$ cat src/rtl/seg_display_arbiter.sv
// Round-robin arbiter with minimum hold time that shares a 4-digit seven-segment driver.
// Optional urgent preemption by requester 0 is enabled with `define SEG_ARB_PREEMPT_EN.
module seg_display_arbiter #(
    parameter int unsigned NUM_REQ     = 3,
    parameter int unsigned HOLD_CYCLES = 100000000,
    parameter logic [15:0] IDLE_VAL    = 16'd0
) (
    input  logic                   clk,
    input  logic                   reset,
    input  logic [NUM_REQ-1:0]     req,
    input  logic [16*NUM_REQ-1:0]  val_bus,
    input  logic [NUM_REQ-1:0]     alt_bus,
    output logic [NUM_REQ-1:0]     grant,
    output logic [2:0]             owner_id,
    output logic [15:0]            disp_val,
    output logic                   disp_alt,
    output logic                   disp_valid
);

    localparam int unsigned ID_W  = 3;
    localparam int unsigned CNT_W = (HOLD_CYCLES > 1) ? $clog2(HOLD_CYCLES) : 1;
    localparam logic [CNT_W-1:0] HOLD_LOAD = CNT_W'(HOLD_CYCLES - 1);
    localparam logic [15:0] SAT_MAX = 16'd9999;

    typedef enum logic [1:0] {IDLE, HOLD, OPEN} state_t;

    state_t             state, state_n;
    logic [CNT_W-1:0]   cnt, cnt_n;
    logic [ID_W-1:0]    last, last_n, owner_n, win;
    logic [NUM_REQ-1:0] grant_n, cand, req_sh;
    logic [15:0]        val_n;
    logic               alt_n, valid_n, take, owner_req;

    // First requester in cand after 'from', wrapping modulo NUM_REQ.
    function automatic logic [ID_W-1:0] rr_pick(input logic [NUM_REQ-1:0] c,
                                                input logic [ID_W-1:0] from);
        logic [NUM_REQ-1:0] sh;
        int unsigned        idx;
        logic               found;
        rr_pick = from;
        found   = 1'b0;
        for (int unsigned k = 1; k <= NUM_REQ; k++) begin
            idx = 32'(from) + k;
            if (idx >= NUM_REQ) idx = idx - NUM_REQ;
            sh = c >> idx;
            if (!found && sh[0]) begin
                found   = 1'b1;
                rr_pick = ID_W'(idx);
            end
        end
    endfunction

    // The driver shows four decimal digits, so larger values clamp to 9999.
    function automatic logic [15:0] pick_val(input logic [16*NUM_REQ-1:0] bus,
                                             input logic [ID_W-1:0] i);
        logic [16*NUM_REQ-1:0] sh;
        sh = bus >> (32'(i) * 32'd16);
        return (sh[15:0] > SAT_MAX) ? SAT_MAX : sh[15:0];
    endfunction

    function automatic logic pick_alt(input logic [NUM_REQ-1:0] bus,
                                      input logic [ID_W-1:0] i);
        logic [NUM_REQ-1:0] sh;
        sh = bus >> i;
        return sh[0];
    endfunction

`ifdef SEG_ARB_PREEMPT_EN
    logic req0_q;

    always_ff @(posedge clk) begin
        if (reset) req0_q <= 1'b0;
        else       req0_q <= req[0];
    end
`endif

    always_comb begin
        state_n = state;
        cnt_n   = cnt;
        last_n  = last;
        owner_n = owner_id;
        valid_n = disp_valid;
        val_n   = disp_val;
        alt_n   = disp_alt;
        take    = 1'b0;
        // The current owner may not re-win once its hold has expired.
        cand      = req & ~((state == OPEN) ? grant : '0);
        win       = rr_pick(cand, last);
        req_sh    = req >> owner_id;
        owner_req = req_sh[0];

        case (state)
            IDLE: take = |req;
            HOLD: begin
                if (cnt == '0) state_n = OPEN;
                else           cnt_n   = cnt - CNT_W'(1);
                if (owner_req) begin
                    val_n = pick_val(val_bus, owner_id);
                    alt_n = pick_alt(alt_bus, owner_id);
                end
            end
            OPEN: begin
                if (|cand) begin
                    take = 1'b1;
                end else if (owner_req) begin
                    val_n = pick_val(val_bus, owner_id);
                    alt_n = pick_alt(alt_bus, owner_id);
                end else begin
                    state_n = IDLE;
                    cnt_n   = '0;
                    owner_n = '0;
                    valid_n = 1'b0;
                    val_n   = IDLE_VAL;
                    alt_n   = 1'b0;
                end
            end
            default: state_n = IDLE;
        endcase

`ifdef SEG_ARB_PREEMPT_EN
        if (state != IDLE && owner_id != '0 && req[0] && !req0_q) begin
            take = 1'b1;
            win  = '0;
        end
`endif

        if (take) begin
            state_n = HOLD;
            cnt_n   = HOLD_LOAD;
            last_n  = win;
            owner_n = win;
            valid_n = 1'b1;
            val_n   = pick_val(val_bus, win);
            alt_n   = pick_alt(alt_bus, win);
        end

        grant_n = valid_n ? (NUM_REQ'(1) << owner_n) : '0;
    end

    always_ff @(posedge clk) begin
        if (reset) begin
            state      <= IDLE;
            cnt        <= '0;
            last       <= ID_W'(NUM_REQ - 1);
            grant      <= '0;
            owner_id   <= '0;
            disp_val   <= IDLE_VAL;
            disp_alt   <= 1'b0;
            disp_valid <= 1'b0;
        end else begin
            state      <= state_n;
            cnt        <= cnt_n;
            last       <= last_n;
            grant      <= grant_n;
            owner_id   <= owner_n;
            disp_val   <= val_n;
            disp_alt   <= alt_n;
            disp_valid <= valid_n;
        end
    end

endmodule

$ cat config.mk
export PLATFORM = sky130hd
export DESIGN_NAME = seg_display_arbiter
export DESIGN_NICKNAME = d
export VERILOG_FILES = /design/src/rtl/seg_display_arbiter.sv
export SDC_FILE = /design/constraint.sdc
export NUM_CORES = 1
export LEC_CHECK = 0
export BUFFER_PORTS_ARGS = -buffer_cell sky130_fd_sc_hd__buf_2
export CAP_MARGIN = 5
export CORE_MARGIN = 1
export CORE_UTILIZATION = 53
export CTS_CLUSTER_SIZE = 16
export DETAILED_ROUTE_END_ITERATION = 8
export PLACE_DENSITY = 0.77
export SLEW_MARGIN = 20
export SYNTH_ARGS = -nofsm -noshare
export SYNTH_HDL_FRONTEND = slang
export SYNTH_SLANG_ARGS = --single-unit
$ cat constraint.sdc
create_clock -name clk -period 5.9 [get_ports clk]
set_clock_uncertainty 0.05 [all_clocks]
set_input_delay 0 -clock clk [delete_from_list [all_inputs] [get_ports clk]]
set_output_delay 0 -clock clk [all_outputs]
set_load 0.03 [all_outputs]
==> key figures <==
Drt
  • Number of DRC markers in iteration 0: 303
  • Via-to-Cell Ratio: 6.18
  • Average wire per standard cell: 16.1 um
  • Aggregate routed wire length: 11600 um
  • Post-route antenna net violation count: 0
  • DRC Markers: 0
  • Number of vias in the routed layout: about 4500
  • Detailed Routing Iterations Pass 1: 5

Floorplanning
  • Die width: 92.2 um
  • I/O pin count: 80
  • Area of the core: just under 8000 um^2
  • Effective utilization at floorplan: 55.3%
  • Die footprint: 8510 um^2
  • Number of rows created at floorplan: 32
  • Die extent in y: 92.2 um

Critical path
  • Largest fanout on the critical path: 16
  • Startpoint-to-endpoint class of the critical path: flip-flop to flip-flop
  • Required @ worst endpoint: 6000 ps
  • R2r setup slk: 1280 ps
  • Worst Setup End Kind: flip-flop
  • Startpoint Class: flip-flop
  • Arrival time reported for the critical path endpoint: 4720 ps

STA
  • Min Hold Slack: 124 ps
  • Final-layout setup total negative slack: 0 ps
  • Max transition margin: 32.3%
  • Measured slew at the worst slew-check pin: 1010 ps
  • Count of endpoints failing setup in the final report: 0
  • Portion of the clock cycle consumed by the worst path in the final layout: 78.3%
  • Maximum clock frequency: 0.216 GHz
  • Final critical-path required period: 4620 ps
  • Final max-slew violation count: 0
  • Final-report hold violation count: 0
  • Final critical-path setup slack: 1280 ps
  • Unrepaired setup endpoints after global routing: no

Clocking
  • Maximum clock path buffer count: 2
  • Skew-Pair Late Insertion Delay: about 300 ps
  • Number of buffers created by CTS: 5
  • TritonCTS clock tree: done
  • Number of clock sinks seen by CTS: 56
  • Quantity of hold-fixing buffers added after cts: 0
  • Clock H-tree levels: 2
  • Number of instances resized during post-cts repair: 0
  • Setup bufs post-CTS: 0
  • Clock transition at path regs: 100 ps
  • Clock tree root driver cell: sky130_fd_sc_hd__clkbuf_8

Global route
  • GR Util met2: 44.2%
  • Total congestion overflow after global routing: 0
  • First-pass GRT wire length: 18700 um
  • Number of antenna violations at the first check in global routing: 0
  • Via count of the first global-routing pass: 3981
  • Met3 capacity usage during global routing: 3.40%
  • Total GRT Usage: between 20 and 30%
  • Global-route met1 utilization: between 30% and 40%
  • Pin count of the biggest net entering global routing: 47
  • Peak-usage layer in the global routing report: met2

Synth
  • Portion of the post-synthesis area used by sequential elements: 26.0%
  • Yosys warnings: 0
  • Syn nets: 626
  • Top cells by area in the synthesized netlist: sky130_fd_sc_hd__dfxtp_1 (26%), sky130_fd_sc_hd__mux2i_1 (8.1%), sky130_fd_sc_hd__nor2_1 (7.7%)
  • Top-area cell type share of the netlist area: around a quarter
  • Most used flip-flop cell after synthesis: sky130_fd_sc_hd__dfxtp_1
  • Dominant cell by count in the synthesized netlist: sky130_fd_sc_hd__nor2_1
  • Post-synthesis register bit count: 56
  • Most instantiated cells after synthesis: sky130_fd_sc_hd__nor2_1 (89), sky130_fd_sc_hd__a21oi_1 (57), sky130_fd_sc_hd__dfxtp_1 (56)
  • Largest area contributor in the netlist: sky130_fd_sc_hd__dfxtp_1
  • Mean post-synth cell area: approximately 7.7 um^2
  • Post-synthesis instance area: 4320 um^2
  • Synthesized instance count: 562
  • Post-synth EDFFs: 0
  • Fraction of registers with async set or reset after synthesis: 0%
  • Yosys cell types: 72

Pwr
  • Overall power after layout: 2.38 mW
  • Power density normalized to cell area: 493 nW/um^2
  • Max VDD drop: 0.233 mV
  • Leakage power of the design: ~1.9 nW

Placement
  • PortBufs: 79
  • Cell Count Post-Placement: a little over 700
  • Placer's final routability congestion estimate: 0.931
  • HPWL after detailed placement: roughly 8300 um
  • Setup WS pre-CTS: roughly 1300 ps
  • Instance area after placement: about 4700 um^2

Layout
  • NumNets Final: 681
  • Final standard cell utilization of the core: 61.7%
  • Fraction of layout cells with a size suffix above 1: roughly a fifth
  • Antenna Diode Count: 0
  • Summed area of non-filler cells in the final layout: 4820 um^2
  • Fill cell instance count of the final layout: 716
  • Number of non-filler instances in the completed layout: between 700 and 800
  • Area added between synthesis and finish: 11.7%

Hold path
  • Worst Hold Class: input port to flip-flop

Status
  • Status: completed

Job
  • Number of violations of the max-capacitance limit: 0
per-layer routing:
metal  up-vias  share of wire (%)  wire (um)
met1      2082                 46       5310
li1       2178                  -          -
met3        18                6.1        712
met5         -                  0          0
met2       173                 47       5400
met4         0                1.4        164
power by group:
group          internal (mW)  switching [mW]
clock network         0.0961           0.117
logic                  0.613            1.01
registers              0.449          0.0893
total                   1.16            1.22
worst max-delay path, cell delays in order, from the launching register on:
cell                       delay [ps]
sky130_fd_sc_hd__dfxtp_1          440
sky130_fd_sc_hd__inv_1            160
sky130_fd_sc_hd__ha_1             260
sky130_fd_sc_hd__xnor2_2          180
sky130_fd_sc_hd__nor4_2           260
sky130_fd_sc_hd__mux2_2           380
sky130_fd_sc_hd__a211o_1          350
sky130_fd_sc_hd__nor3_4           300
sky130_fd_sc_hd__mux2i_4          460
sky130_fd_sc_hd__buf_4            350
sky130_fd_sc_hd__mux2_2           380
sky130_fd_sc_hd__a21o_1           210
sky130_fd_sc_hd__o21ai_1          200
sky130_fd_sc_hd__a311o_4          360
sky130_fd_sc_hd__a311oi_2         120
layout by cell type, fill, tap and decap left out, types with 7 or more instances in the layout:
master and count:
sky130_fd_sc_hd__nor2_1 89, sky130_fd_sc_hd__o21ai_0 46, sky130_fd_sc_hd__xnor2_1 8, sky130_fd_sc_hd__ha_1 8
sky130_fd_sc_hd__nor4_1 13, sky130_fd_sc_hd__buf_2 79, sky130_fd_sc_hd__dfxtp_1 55, sky130_fd_sc_hd__nor3_1 11
sky130_fd_sc_hd__nand3b_1 7, sky130_fd_sc_hd__a311oi_2 9, sky130_fd_sc_hd__mux2i_1 35, sky130_fd_sc_hd__inv_1 7
sky130_fd_sc_hd__nand2_1 38, sky130_fd_sc_hd__or3_1 9, sky130_fd_sc_hd__a21oi_1 57, sky130_fd_sc_hd__o2bb2ai_1 7
sky130_fd_sc_hd__nand3_1 13
flip-flops by register name, summed over array words and instances, names as in the netlist:
name / flops
owner_id: 3
disp_val: 16
disp_valid: 1
state: 2
grant: 3
disp_alt: 1
last: 3
cnt: 27
area by class of cell:
type	count	area [um^2]	area share, %
clock buffer	8	90.1	1.87
sequential	56	1120	23.3
timing repair buffer	85	440	9.14
inverter	7	26.3	0.545
multi-input combinational	462	3010	62.5
tap	102	128	2.65
worst paths after layout:
path,from,end,cells after the start
setup / recovery,last[1]$_SDFFE_PP1P_,disp_val[10]$_SDFFE_PP0P_,14
hold / removal,val_bus[44],disp_val[12]$_SDFFE_PP0P_,5
setup reg to reg,last[1]$_SDFFE_PP1P_,disp_val[10]$_SDFFE_PP0P_,14
hold reg to reg,disp_val[15]$_SDFFE_PP0P_,disp_val[15]$_SDFFE_PP0P_,1
cell families (layout without fill, tap and decap cells):
group           count (synthesis)  after routing  share of synthesized area [%]
simple gates                  223            223                           26.3
compound gates                174            174                           27.3
flops                          56             56                           26.0
mux                            44             44                           10.9
buf+inv                        44            100                           4.38
xor+xnor                       13             13                           2.81
fa+ha+maj                       8              8                           2.32
No activity file was read; power rests on OpenSTA's default activity.
